===== src/rtl/packet_store_forward_fifo_pkg.sv =====
// packet_store_forward_fifo_pkg: shared beat type and default sizes for the store-and-forward FIFO
//   DEF_DATA_W / DEF_DEPTH : default payload width and FIFO depth
//   DEF_BEAT_W             : stored beat width (payload plus first/last flags)
//   beat_t                 : one stored beat at the default width
package packet_store_forward_fifo_pkg;
    localparam int DEF_DATA_W = 32;
    localparam int DEF_DEPTH  = 16;
    localparam int DEF_BEAT_W = DEF_DATA_W + 2;
    typedef struct packed {
        logic                  first;
        logic                  last;
        logic [DEF_DATA_W-1:0] payload;
    } beat_t;
endpackage


===== src/rtl/packet_store_forward_fifo_if.sv =====
// packet_store_forward_fifo_if: rx/tx beat handshakes plus occupancy status of the packet FIFO
//   master : upstream/downstream side (drives rx beats and ready_tx, observes the rest)
//   slave  : FIFO side (accepts rx beats, presents tx head beat and occupancy counters)
interface packet_store_forward_fifo_if
    import packet_store_forward_fifo_pkg::*;
#(
    parameter int DATA_W = DEF_DATA_W,
    parameter int DEPTH  = DEF_DEPTH
);
    localparam int ADDR_W = $clog2(DEPTH);
    logic              valid_rx;
    logic              ready_rx;
    logic              first_rx;
    logic              last_rx;
    logic [DATA_W-1:0] payload_rx;
    logic              valid_tx;
    logic              ready_tx;
    logic              first_tx;
    logic              last_tx;
    logic [DATA_W-1:0] payload_tx;
    logic [ADDR_W:0]   level;
    logic [ADDR_W:0]   pkt_count;
    modport master (
        output valid_rx, first_rx, last_rx, payload_rx, ready_tx,
        input  ready_rx, valid_tx, first_tx, last_tx, payload_tx, level, pkt_count
    );
    modport slave (
        input  valid_rx, first_rx, last_rx, payload_rx, ready_tx,
        output ready_rx, valid_tx, first_tx, last_tx, payload_tx, level, pkt_count
    );
endinterface


===== src/rtl/packet_store_forward_fifo_mem.sv =====
// packet_store_forward_fifo_mem: DEPTH x WIDTH beat RAM, one synchronous write port, one async read port
//   clk     : write clock
//   we_i    : write enable, waddr_i/wdata_i : write address/data
//   raddr_i : read address, rdata_o : combinational read data
module packet_store_forward_fifo_mem
    import packet_store_forward_fifo_pkg::*;
#(
    parameter int WIDTH = DEF_BEAT_W,
    parameter int DEPTH = DEF_DEPTH
) (
    input  logic                     clk,
    input  logic                     we_i,
    input  logic [$clog2(DEPTH)-1:0] waddr_i,
    input  logic [WIDTH-1:0]         wdata_i,
    input  logic [$clog2(DEPTH)-1:0] raddr_i,
    output logic [WIDTH-1:0]         rdata_o
);
    logic [WIDTH-1:0] mem_q [DEPTH];
    always_ff @(posedge clk)
        if (we_i) mem_q[waddr_i] <= wdata_i;
    assign rdata_o = mem_q[raddr_i];
endmodule


===== src/rtl/packet_store_forward_fifo.sv =====
// packet_store_forward_fifo: store-and-forward packet buffer with an escape mode for oversize packets
//   clk   : clock, rising edge
//   rst_n : asynchronous active-low reset
//   bus   : slave side of packet_store_forward_fifo_if (rx beats in, tx head beat out, level, pkt_count)
module packet_store_forward_fifo
    import packet_store_forward_fifo_pkg::*;
#(
    parameter int DATA_W = DEF_DATA_W,
    parameter int DEPTH  = DEF_DEPTH
) (
    input logic                        clk,
    input logic                        rst_n,
    packet_store_forward_fifo_if.slave bus
);
    localparam int ADDR_W = $clog2(DEPTH);
    localparam logic [ADDR_W:0] FULL = (ADDR_W+1)'(DEPTH);

    logic [ADDR_W-1:0] wr_ptr_q, wr_ptr_d, rd_ptr_q, rd_ptr_d;
    logic [ADDR_W:0]   level_q, level_d, pkt_q, pkt_d;
    logic              esc_q, esc_d, rel_q;
    logic [DATA_W+1:0] head;
    logic              push, pop;

    packet_store_forward_fifo_mem #(.WIDTH(DATA_W + 2), .DEPTH(DEPTH)) u_mem (
        .clk     (clk),
        .we_i    (push),
        .waddr_i (wr_ptr_q),
        .wdata_i ({bus.first_rx, bus.last_rx, bus.payload_rx}),
        .raddr_i (rd_ptr_q),
        .rdata_o (head)
    );

    // rel_q keeps ready_rx low until the first edge after reset release
    assign bus.ready_rx = rel_q & (level_q != FULL);
    // escape lets an oversize packet stream out before its last beat arrives
    assign bus.valid_tx = (level_q != '0) & ((pkt_q != '0) | esc_q);
    assign {bus.first_tx, bus.last_tx, bus.payload_tx} = head;
    assign bus.level     = level_q;
    assign bus.pkt_count = pkt_q;
    assign push = bus.valid_rx & bus.ready_rx;
    assign pop  = bus.valid_tx & bus.ready_tx;

    always_comb begin
        wr_ptr_d = wr_ptr_q + ADDR_W'(push);
        rd_ptr_d = rd_ptr_q + ADDR_W'(pop);
        level_d  = level_q + (ADDR_W+1)'(push) - (ADDR_W+1)'(pop);
        pkt_d    = pkt_q + (ADDR_W+1)'(push & bus.last_rx) - (ADDR_W+1)'(pop & bus.last_tx);
        // a full buffer holding no complete packet can only drain by cut-through; set beats clear
        esc_d    = (level_q == FULL && pkt_q == '0) ? 1'b1 : (pop & bus.last_tx) ? 1'b0 : esc_q;
    end

    always_ff @(posedge clk or negedge rst_n) begin
        if (!rst_n) begin
            wr_ptr_q <= '0;
            rd_ptr_q <= '0;
            level_q  <= '0;
            pkt_q    <= '0;
            esc_q    <= 1'b0;
            rel_q    <= 1'b0;
        end else begin
            wr_ptr_q <= wr_ptr_d;
            rd_ptr_q <= rd_ptr_d;
            level_q  <= level_d;
            pkt_q    <= pkt_d;
            esc_q    <= esc_d;
            rel_q    <= 1'b1;
        end
    end
endmodule


===== src/flat_wrapper.sv =====
// flat-port wrapper written by rule: the top's interface ports become plain ports
module packet_store_forward_fifo_flat import packet_store_forward_fifo_pkg::*;
#(
    parameter int DATA_W = DEF_DATA_W,
    parameter int DEPTH  = DEF_DEPTH
)
  (clk, rst_n, bus_valid_rx, bus_first_rx, bus_last_rx, bus_payload_rx, bus_ready_tx, bus_ready_rx, bus_valid_tx, bus_first_tx, bus_last_tx, bus_payload_tx, bus_level, bus_pkt_count);
  packet_store_forward_fifo_if #(.DATA_W(DATA_W), .DEPTH(DEPTH)) bus_i ();
  input logic clk;
  input logic rst_n;
  input wire logic [$bits(bus_i.valid_rx)-1:0] bus_valid_rx;
  input wire logic [$bits(bus_i.first_rx)-1:0] bus_first_rx;
  input wire logic [$bits(bus_i.last_rx)-1:0] bus_last_rx;
  input wire logic [$bits(bus_i.payload_rx)-1:0] bus_payload_rx;
  input wire logic [$bits(bus_i.ready_tx)-1:0] bus_ready_tx;
  output wire logic [$bits(bus_i.ready_rx)-1:0] bus_ready_rx;
  output wire logic [$bits(bus_i.valid_tx)-1:0] bus_valid_tx;
  output wire logic [$bits(bus_i.first_tx)-1:0] bus_first_tx;
  output wire logic [$bits(bus_i.last_tx)-1:0] bus_last_tx;
  output wire logic [$bits(bus_i.payload_tx)-1:0] bus_payload_tx;
  output wire logic [$bits(bus_i.level)-1:0] bus_level;
  output wire logic [$bits(bus_i.pkt_count)-1:0] bus_pkt_count;
  assign bus_i.valid_rx = bus_valid_rx;
  assign bus_i.first_rx = bus_first_rx;
  assign bus_i.last_rx = bus_last_rx;
  assign bus_i.payload_rx = bus_payload_rx;
  assign bus_i.ready_tx = bus_ready_tx;
  assign bus_ready_rx = bus_i.ready_rx;
  assign bus_valid_tx = bus_i.valid_tx;
  assign bus_first_tx = bus_i.first_tx;
  assign bus_last_tx = bus_i.last_tx;
  assign bus_payload_tx = bus_i.payload_tx;
  assign bus_level = bus_i.level;
  assign bus_pkt_count = bus_i.pkt_count;
  packet_store_forward_fifo #(.DATA_W(DATA_W), .DEPTH(DEPTH)) u_core (.clk(clk), .rst_n(rst_n), .bus(bus_i));
endmodule

===== config.mk =====
export PLATFORM = sky130hd
export DESIGN_NAME = packet_store_forward_fifo_flat
export DESIGN_NICKNAME = d
export VERILOG_FILES = /design/src/rtl/packet_store_forward_fifo_pkg.sv /design/src/rtl/packet_store_forward_fifo_if.sv /design/src/rtl/packet_store_forward_fifo_mem.sv /design/src/rtl/packet_store_forward_fifo.sv /design/src/flat_wrapper.sv
export SDC_FILE = /design/constraint.sdc
export NUM_CORES = 1
export LEC_CHECK = 0
export CORE_MARGIN = 1
export CORE_UTILIZATION = 40
export CTS_CLUSTER_DIAMETER = 80
export CTS_CLUSTER_SIZE = 25
export DETAILED_ROUTE_END_ITERATION = 10
export GPL_ROUTABILITY_DRIVEN = 0
export HOLD_SLACK_MARGIN = 0.12
export SLEW_MARGIN = 20
export SYNTH_ARGS = -nofsm -noshare
export SYNTH_HDL_FRONTEND = slang
export SYNTH_SLANG_ARGS = --single-unit

===== constraint.sdc =====
create_clock -name clk -period 4.7 [get_ports clk]
set_input_delay 1.41 -clock clk [delete_from_list [all_inputs] [get_ports clk]]
set_output_delay 1.41 -clock clk [all_outputs]
set_load 0.02 [all_outputs]

# Yosys cells after proc, flatten, opt, wreduce, memory -nomap -nowiden
# Memories as Yosys holds them, arrays and structs flattened.
# Index checks and enable logic that the tools add are counted.
op_classes:
  n_addsub: 6
  eq_ne: 2
  n_mux: 4
  bitwise_logic: 8
  n_reduce_logical: 5
op_table:
  columns: ["op", "count"]
  rows:
  - ["5-bit nonzero test", 2]
  - ["4-bit by 1-bit adder with 4-bit output", 2]
  - ["1-bit AND", 7]
  - ["5-bit by 1-bit adder with 5-bit output", 1]
  - ["5-bit adder", 1]
  - ["5-bit == test (second input constant)", 1]
  - ["5-bit logical NOT", 1]
  - ["5-bit != test (second input constant)", 1]
  - ["5-bit by 1-bit subtractor with 5-bit output", 1]
  - ["5-bit subtractor", 1]
  - ["1-bit 2-to-1 mux", 4]
  - ["2-bit nonzero test", 1]
  - ["1-bit logical AND", 1]
  - ["1-bit bitwise OR", 1]
word_totals:
  register_bits: 20
  mem_bits_rw: 544
  inputBits: 38
  output_inout_bits: 46
  wordCells: 32
  memories: 1
mem_list:
  columns: ["name", "depth", "width", "read_ports", "rd_clocked_by_memory_dff", "wr", "line", "rtl"]
  rows:
  - ["u_core.u_mem.mem_q", 16, 34, 1, 0, 1, "packet_store_forward_fifo_mem.sv:18", "logic [WIDTH-1:0] mem_q [DEPTH];"]

# Longest topological paths before layout
depth:
  word_depth: 7
  mapped_depth: 14

# Modules after synthesis
# A second synthesis with hierarchy kept.
unflattened:
  hier_cells: 946
  hier_area_um2: 21464.3
modules_own_cells:
  columns: ["module", "n_inst", "cells_per_inst", "area_each_um2", "seq_area_each_um2"]
  rows:
  - ["packet_store_forward_fifo_mem", 1, 854, 20395.8, 16335.7]
  - ["packet_store_forward_fifo", 1, 92, 1068.5, 500.5]

# Worst setup path before layout
# Ideal clock, no wire load.
synth_timing:
  path_type: "input port to flip-flop"
  from: "input bus_valid_rx"
  to: "memory u_core.u_mem.mem_q[0][0] (netlist name), enable pin"
  setup_time_ns: 0.475
  t_arrival_ns: 4.320
  required_ns: 4.225
  slack_ns: -0.095
  stages: 3
  n_path_buf: 0
  path_cell_list: "nand2_1 > nor4_1 > nor3b_1"
synth_between:
  elab_chain_cells: 3
synth_rtl:
  columns: ["item", "line", "rtl"]
  rows:
  - ["start, declared", "flat_wrapper.sv:11", "input wire logic [$bits(bus_i.valid_rx)-1:0] bus_valid_rx;"]
  - ["1-bit AND", "packet_store_forward_fifo.sv:40", "assign push = bus.valid_rx & bus.ready_rx;"]
  - ["1-bit 2-to-1 mux", "packet_store_forward_fifo_mem.sv:20", "if (we_i) mem_q[waddr_i] <= wdata_i;"]
  - ["1-bit 2-to-1 mux (implied by the code)", "packet_store_forward_fifo_mem.sv:20", null]
  - ["end, declared", "packet_store_forward_fifo_mem.sv:18", null]
# No other way between the ends.

# Worst setup path in the final report
layout_timing:
  from: "register u_core.rd_ptr_q[1]"
  to: "output bus_payload_tx[5]"
layout_between:
  elab_chain_cells: 1
layout_rtl:
  columns: ["item", "line", "rtl"]
  rows:
  - ["start, declared", "packet_store_forward_fifo.sv:18", "logic [ADDR_W-1:0] wr_ptr_q, wr_ptr_d, rd_ptr_q, rd_ptr_d;"]
  - ["start signal, assigned", "packet_store_forward_fifo.sv:62", "rd_ptr_q <= rd_ptr_d;"]
  - ["memory read 16 x 34 bit", null, null]
  - ["end, declared", "flat_wrapper.sv:20", "output wire logic [$bits(bus_i.payload_tx)-1:0] bus_payload_tx;"]
# No other way between the ends.

==> results_dict.tcl <==
set metrics [dict create \
    ios 84 \
    end_kind "output port" \
    finalSetupViolations 0 \
    p_leak_nw 8.39 \
    grtUsageMet1_pct 24.8 \
    clkTransAtPathRegs_ns 0.09 \
    avgSynthCellArea_sq_um 20.1 \
    worstPathMaxFanout 49 \
    grt_pass1_wl_mm 72.1 \
    cts_tree "done" \
    cts_made_buffers 34 \
    drv_cap 0 \
    synth_ff_type "edfxtp_1" \
    hpwl_mm 26.9 \
    nets 1266 \
    clock_path_buffers 3 \
    yosysWarningCount 0 \
    status "finished, final reports clean" \
    layoutNonFillerInstCount 1926 \
    ant_nets 0 \
    firstDrtPassIters 5 \
    grt-ovfl-total 0 \
    grt_setup_unrepaired "false" \
    ys_ff_latch 564 \
    skew_ns 0.0230 \
    chipHeight_um 237 \
    holdCritPathClass "reg -> reg" \
    p_per_area_nw_per_um2 585 \
    cts_hold_buf 0 \
    met2_usage_pct 28.7 \
    die_area_sq_um 56200 \
    fin_crit_ns 4.58 \
    grt_pass1_vias 10800 \
    wl_per_cell_um 25.2 \
    synth_area_leaders "edfxtp_1 74%, mux4_2 6.5%, mux2i_1 6.0%" \
    io_buffer_count 83 \
    cts_sinks 564 \
    yosysSeqAreaShare_pct 76.2 \
    ys_types 48 \
    grtUsageTotal_pct 17.6 \
    syn-cell-area_sq_um 22100 \
    start_util_pct 40.8 \
    hold_depth 2 \
    post-route-drc-count 0 \
    syn-instance-count 1099 \
    seq_area_sq_um 16800 \
    core_sq_um 54100 \
    grt_max_degree 53 \
    r2r-start "u_core.rd_ptr_q[0]$_DFF_PN0_" \
    place_ws_ns 0.646 \
    final_layout_size_suffix_gt1_share_pct 16.7 \
    slew_headroom_pct 61.2 \
    worstSetupPathType "reg -> out" \
    die_w_um 237 \
    antenna_found_initial 3 \
    root_buffer "clkbuf_16" \
    synth_top_area_share_pct 74.0 \
    tightest_slew_ns 0.576 \
    worstHoldStart "u_core.esc_q$_DFFE_PN0P_" \
    synthTopCellsByCount "544 x edfxtp_1, 132 x mux2i_1, 64 x mux4_2, 57 x a221oi_1, 37 x nand2_1" \
    max_clock_freq_mhz 218 \
    clk_latency_ns 0.58 \
    h-tree-depth 2 \
    busiest_layer "met2" \
    crit_path_start "u_core.rd_ptr_q[1]$_DFF_PN0_" \
    final_hold_viol_count 0 \
    dp_cells 1869 \
    num-fill-cells 4455 \
    use_met3_pct 2.84 \
    async_flop_share_pct 3.55 \
    num_rows 85 \
    synth.most_common_cell "edfxtp_1" \
    vias_per_cell 5.55 \
    area_growth_pct 14.9 \
    synth_edf_count 544 \
    fin_crit_sh_pct 97.5 \
    vdd_ir_drop_max_mv 0.346 \
    p_total_mw 14.8 \
    reg2reg_depth 13 \
    critPathRequiredTime_ns 3.29 \
    dr_total_vias 10700 \
    fin_ws_ns 0.120 \
    worstPathArrival_ns 3.17 \
    drtIter0Drc 878 \
    synth_top_area_cell "edfxtp_1" \
    finalSetupTns_ns 0 \
    drt-total-wl_mm 48.6 \
    finalMaxSlewViolations 0 \
    worst_setup_path_start_kind "register" \
    multiInputGateArea_sq_um 4910 \
    synthesis.nets 1155 \
]
cell usage in the layout (no fill, tap or decap), types with 3 or more instances in the layout:
master | Yosys | routed
clkinv_2 | 0 | 3
a221oi_2 | 9 | 12
clkinv_1 | 0 | 3
xor2_1 | 6 | 6
inv_1 | 18 | 17
nor2_1 | 13 | 4
xnor2_1 | 6 | 6
nand2b_1 | 4 | 4
a22oi_1 | 33 | 33
dfrtp_1 | 20 | 16
a21oi_1 | 4 | 4
mux4_1 | 4 | 4
clkbuf_16 | 0 | 37
nor2_4 | 0 | 9
clkdlybuf4s50_1 | 0 | 82
mux4_2 | 64 | 64
buf_4 | 8 | 25
a221oi_1 | 57 | 54
buf_12 | 1 | 25
mux2i_1 | 132 | 132
ha_1 | 16 | 16
nand2_1 | 37 | 37
o21ai_0 | 28 | 28
edfxtp_1 | 544 | 544
o21ai_1 | 6 | 6
critical path, cell delays in order (launching register included):
cell,delay (ns)
dfrtp_4,0.65
and2_2,0.27
buf_12,0.20
a221oi_1,0.54
o21ai_0,0.16
nand2_1,0.11
clkdlybuf4s50_1,0.61
power by group:
part           internal (mW)  total, mW  switching [mW]
logic                   2.41       5.39            2.99
registers               5.85       6.12           0.269
clock network           1.57       3.33            1.76
total                   9.82       14.8            5.02
routing by layer:
| metal | vias up | routed length, um |
|---|---|---|
| met1 | 5649 | 21900 |
| li1 | 4746 | - |
| met5 | - | 23 |
| met4 | 4 | 747 |
| met3 | 48 | 2440 |
| met2 | 249 | 23500 |
cells by family (layout without fill, tap and decap cells):
group,count (synthesis),in the layout,share of synthesized area [%]
and+or+nand+nor,77,77,1.68
other,1,2,0.0170
AOI/OAI and AO/OA,147,147,5.22
buffers and inverters,77,207,2.14
DFF,564,564,76.2
xor gates and xnor gates,12,12,0.476
adders and majority gates,18,18,1.09
muxes,203,203,13.1
repair_timing:
item | in CTS | in global routing
gates resized for setup | 0 | 3
setup endpoints to repair | 1 | 3
endpoints found under the hold margin | 0 | 0
buffers inserted | 1 | 0
final cells by class:
type	count	area share, %
Antenna cell	1	0.00986
Inverter	18	0.266
Sequential cell	564	66.4
Multi-Input combinational cell	458	19.3
Timing Repair Buffer	134	6.02
Clock inverter	17	0.917
Clock buffer	38	3.66
Tap cell	696	3.43
metrics by stage:
step / instance area [sq um] / hold WS, ns / utilization (%)
after CTS: 25400 / 0.588 / 46.9
after detailed placement: 24200 / 0.572 / 44.7
after global placement: 24200 / 0.561 / 44.7
final: 25400 / 0.585 / 46.9
after floorplan: 22100 / 0.473 / -
after global routing: 25400 / 0.607 / 46.9
flip-flops by register name, summed over array words and instances, names as in the netlist:
signal	flops
u_core.bus.pkt_count	5
u_core.wr_ptr_q	4
u_core.rel_q	1
u_core.bus.level	5
u_core.rd_ptr_q	4
u_core.esc_q	1
u_core.u_mem.mem_q	544
final timing paths:
kind                                                endpoint  slack (ns)
setup / recovery                           bus_payload_tx[5]        0.12
hold / removal                      u_core.esc_q$_DFFE_PN0P_        0.59
setup reg to reg           u_core.bus.pkt_count[4]$_DFF_PN0_        1.08
hold reg to reg                     u_core.esc_q$_DFFE_PN0P_        0.59
max in group asynchronous       u_core.rd_ptr_q[1]$_DFF_PN0_        3.54
min in group asynchronous       u_core.wr_ptr_q[0]$_DFF_PN0_        0.79
Note: power is estimated with default switching activity, not from simulation.
